--- src/rtl/mac_window_stream.sv ---
// Sliding-window multiply/accumulate stream unit: oldest two samples multiplied,
// remaining window samples combined per mode, result registered with wrap/saturate.
module mac_window_stream #(
  parameter int DW  = 8,
  parameter int OW  = 8,
  parameter int WIN = 3,
  parameter int SAT = 0
) (
  input  logic          clk,
  input  logic          rst_n,
  input  logic          validi,
  input  logic [DW-1:0] data_in,
  input  logic [1:0]    mode,
  input  logic          acc_clr,
  output logic          valido,
  output logic [OW-1:0] data_out,
  output logic          ovf
);

  localparam int CW = $clog2(WIN + 1);
  localparam int IW = 2 * DW + $clog2(WIN) + OW + 2;

  typedef enum logic [1:0] {
    MODE_ADD = 2'd0,
    MODE_SUB = 2'd1,
    MODE_ACC = 2'd2,
    MODE_MUL = 2'd3
  } mode_e;

  // Only WIN-1 samples are stored; the newest window sample is data_in itself.
  logic [DW-1:0] sr_q [WIN-1];
  logic [CW-1:0] cnt_q;
  logic [OW-1:0] acc_q;

  logic [DW-1:0] win [WIN];
  logic [IW-1:0] prod;
  logic [IW-1:0] sum;
  logic [IW-1:0] acc_term;
  logic [IW-1:0] r;
  logic          fire;
  logic          neg;
  logic          ovf_c;
  logic [OW-1:0] res;

  always_comb begin
    for (int unsigned i = 0; i < WIN - 1; i++) begin
      win[i] = sr_q[i];
    end
    win[WIN-1] = data_in;
  end

  assign fire = validi && (cnt_q >= CW'(WIN - 1));

  // Unsigned modular arithmetic in a width wide enough that the top bit is a true sign.
  always_comb begin
    prod     = IW'(win[0]) * IW'(win[1]);
    sum      = '0;
    for (int unsigned i = 2; i < WIN; i++) begin
      sum = sum + IW'(win[i]);
    end
    acc_term = acc_clr ? '0 : IW'(acc_q);
    r        = prod;
    case (mode_e'(mode))
      MODE_ADD: r = prod + sum;
      MODE_SUB: r = prod - sum;
      MODE_ACC: r = acc_term + prod + sum;
      MODE_MUL: r = prod;
      default:  r = prod;
    endcase
    neg   = r[IW-1];
    ovf_c = neg | (|r[IW-2:OW]);
    res   = r[OW-1:0];
    if (ovf_c && (SAT != 0)) begin
      res = neg ? '0 : '1;
    end
  end

  always_ff @(posedge clk or negedge rst_n) begin
    if (!rst_n) begin
      for (int unsigned i = 0; i < WIN - 1; i++) begin
        sr_q[i] <= '0;
      end
      cnt_q    <= '0;
      acc_q    <= '0;
      valido   <= 1'b0;
      data_out <= '0;
      ovf      <= 1'b0;
    end else begin
      if (validi) begin
        for (int unsigned i = 0; i < WIN - 2; i++) begin
          sr_q[i] <= sr_q[i+1];
        end
        sr_q[WIN-2] <= data_in;
        cnt_q       <= (cnt_q == CW'(WIN)) ? cnt_q : cnt_q + 1'b1;
      end else begin
        cnt_q <= '0;
      end

      valido <= fire;
      if (fire) begin
        data_out <= res;
        ovf      <= ovf_c;
      end

      if (fire && (mode_e'(mode) == MODE_ACC)) begin
        acc_q <= res;
      end else if (acc_clr) begin
        acc_q <= '0;
      end
    end
  end

endmodule
--- config.mk ---
export PLATFORM = sky130hd
export DESIGN_NAME = mac_window_stream
export DESIGN_NICKNAME = d
export VERILOG_FILES = /design/src/rtl/mac_window_stream.sv
export SDC_FILE = /design/constraint.sdc
export NUM_CORES = 1
export LEC_CHECK = 0
export ABC_CLOCK_PERIOD_IN_PS = 6850
export CAP_MARGIN = 20
export CELL_PAD_IN_SITES_DETAIL_PLACEMENT = 0
export CELL_PAD_IN_SITES_GLOBAL_PLACEMENT = 1
export CORE_MARGIN = 4
export CORE_UTILIZATION = 25
export CTS_CLUSTER_DIAMETER = 80
export DETAILED_ROUTE_END_ITERATION = 16
export PLACE_DENSITY = 0.57
export SLEW_MARGIN = 20
export SYNTH_ARGS = -nofsm -noshare
export SYNTH_HDL_FRONTEND = slang
export SYNTH_SLANG_ARGS = --single-unit
--- constraint.sdc ---
create_clock -name clk -period 6.85 [get_ports clk]
set_clock_uncertainty 0.15 [all_clocks]
set_input_delay 1.7125 -clock clk [delete_from_list [all_inputs] [get_ports clk]]
set_output_delay 1.7125 -clock clk [all_outputs]
set_load 0.02 [all_outputs]
==> flow_summary.ini <==
[routing]
viasPerCell = 4.76
avgRoutedWirePerCell_um = 15.2
drt-pass1-iter-count = 4
ant_nets = 0
dr_total_vias = 4389
first_iter_violations = 169
route.detailed.drc = 0
routed_wirelength_mm = 14.0

[clock_tree]
htreeDepth = 2
cts_tree = done
clockBufferDepth = 2
cts_setup_buffers = 0
cts_resized = 0
clock_tree.root_cell = clkbuf_16
ctsHoldBuffers = 0
path_clk_slew_ns = 0.06
clkLatencyLatePin_ns = 0.28
cts_sinks = 36
numCtsBuffers = 5

[worst_setup_path]
critical_path.startpoint = sr_q[4]
path_class = flip-flop to flip-flop
arrival_ns = 6.44
worstPathMaxFanout = 10
cp-endpoint = ovf
setup.worst_path.end_class = flip-flop
rr_startpoint = sr_q[4]
regToRegSetupSlack_ns = 0.42
r2r_end = ovf
required_ns = 6.86
reg2regPathDepth = 22
cp-start-kind = flip-flop

[die]
ios = 24
die_h_um = 157
start_util = 0.254
die_w_um = 157
design.die.area_mm2 = 0.0247
num_rows = 54
core_area_mm2 = 0.0218

[placement]
dp_hpwl_mm = 11.5
place.gp.congestion = 0.848
io_buffers = 23
placed_cells = 915
place_ws_ns = 0.432

[synth]
synth_top_area_share = 0.169
synth-async-reset-ratio = 1.00
syn_area_per_cell_um2 = 8.96
post_synth_most_frequent_cells = 89 x inv_1, 62 x ha_1, 56 x and2_1
synthesis.nets = 743
yosysSeqAreaShare = 0.162
yosys.area.top_type = fa_1
synth_edf_count = 0
synth.most_common_cell = inv_1
synth_area_leaders = fa_1 17%, dfrtp_1 16%, ha_1 14%
ys_types = 68
synth_flop_cell = dfrtp_1
syn_inst = 620
syn_area_mm2 = 0.00555
yosys_warnings = 0
synth.ff_latch_count = 36

[timing]
fin_crit_ns = 6.43
setup-tns-final_ns = 0
post-route-period-util = 0.939
tightest_slew_ns = 0.923
maxSlewViolCount = 0
setup_viol = 0
rsz0062_at_grt = false
fmax_ghz = 0.155
fin_ws_ns = 0.416
max_slew_margin = 0.383
hold_viol = 0

[layout]
filler_cell_count = 2335
diodes = 0
nNetsFinal = 766
area_growth_pct = 13.1
layout.cells.non_filler = 923
drive_above_1_share = 0.0871

[grt]
grt_pass1_vias = 4500
antenna_found_initial = 0
grt_overflow = 0
grt_max_degree = 37
grt_pass1_wl_mm = 23.3
track_usage = 0.117

[run_status]
status = complete, no violations

[flow_run]
drv_cap = 0

[hold_path]
hold-path-cell-count = 2
min_path_type = flip-flop to flip-flop
==> sequential cells by signal, summed over array words and instances, names as in the netlist <==
register,cells
ovf,1
sr_q,16
cnt_q,2
acc_q,8
valido,1
data_out,8
==> through the flow <==
stage,hold slack [ns],utilization,area (um^2)
2_1_floorplan,0.362,-,5550
3_3_place_gp,0.316,0.280,6110
3_5_place_dp,0.320,0.280,6110
4_1_cts,0.333,0.287,6260
5_1_grt,0.354,0.288,6280
6_report,0.326,0.288,6280
==> logic make-up (layout without fill, tap and decap cells) <==
kind of cell,after synthesis,after routing,share of synthesized area
buffers and inverters,103,126,0.0705
AND/OR/NAND/NOR,189,189,0.183
flip-flops,36,36,0.162
multiplexers,27,27,0.0593
XOR/XNOR,28,28,0.0482
AO/OA/AOI/OAI,128,128,0.167
adder cells (fa/ha/maj),109,109,0.309
==> per-layer routing <==
| layer | routed length (um) | vias to the layer above | global-route usage | share of wire |
|---|---|---|---|---|
| met5 | 0 | - | 0 | 0 |
| met3 | 314 | 10 | 0.00907 | 0.022 |
| met1 | 6730 | 2163 | 0.165 | 0.48 |
| met4 | 202 | 0 | 0.0307 | 0.014 |
| li1 | - | 2163 | - | - |
| met2 | 6760 | 53 | 0.196 | 0.48 |
==> cell usage in the layout (no fill, tap or decap), types with 4 or more instances in the layout <==
master,n
xnor2_1,13
o21ai_0,30
a31oi_1,6
nor2b_1,4
o21bai_1,4
and2_1,56
a21oi_1,24
nand3_1,7
fa_1,47
xor2_1,12
dfrtp_1,36
nor3_1,14
buf_4,4
nand2_1,44
clkbuf_16,5
mux2_2,17
o211ai_1,8
inv_1,89
ha_1,62
and3_1,4
nand2b_1,12
nor2_1,24
o31ai_1,4
clkdlybuf4s50_1,22
nand4_1,5
mux2i_1,7
o211ai_2,4
a21o_1,6
o21a_1,5
a211oi_1,4
==> how the worst min path moves through the flow <==
stage                  end  slack (ns)         from
6_report       data_out[5]        0.33  data_out[5]
3_5_place_dp   data_out[5]        0.32  data_out[5]
4_1_cts        data_out[5]        0.33  data_out[5]
2_1_floorplan     acc_q[0]        0.36     acc_q[0]
3_3_place_gp   data_out[3]        0.32  data_out[3]
5_1_grt        data_out[5]        0.35  data_out[5]
==> critical path, cell delays in order, from the launching register on <==
cell and delay [ns]:
dfrtp_1 0.47, and2_1 0.22, fa_1 0.46, fa_1 0.50, ha_1 0.29, inv_1 0.05, fa_1 0.54, inv_1 0.04
ha_1 0.37, a21o_2 0.24, a21oi_1 0.17, xor2_1 0.30, inv_1 0.13, ha_1 0.26, or3_1 0.32, a2111oi_1 0.44
nor2_1 0.16, nor2_1 0.24, a21oi_1 0.10, a2111oi_0 0.39, o32a_1 0.20, a41o_1 0.20, o211ai_2 0.07
==> cell type report <==
| type | instances | area (um^2) | area share |
|---|---|---|---|
| flip-flops and latches | 36 | 901 | 0.143 |
| inverters | 91 | 342 | 0.0544 |
| well taps | 280 | 350 | 0.0558 |
| clock buffers | 7 | 153 | 0.0243 |
| repair buffers | 28 | 275 | 0.0438 |
| multi-input cells | 481 | 4260 | 0.678 |
Power is left out: the tool's default activity adds up to more than one toggle a clock period on the data nets, which glitch-free logic cannot reach.
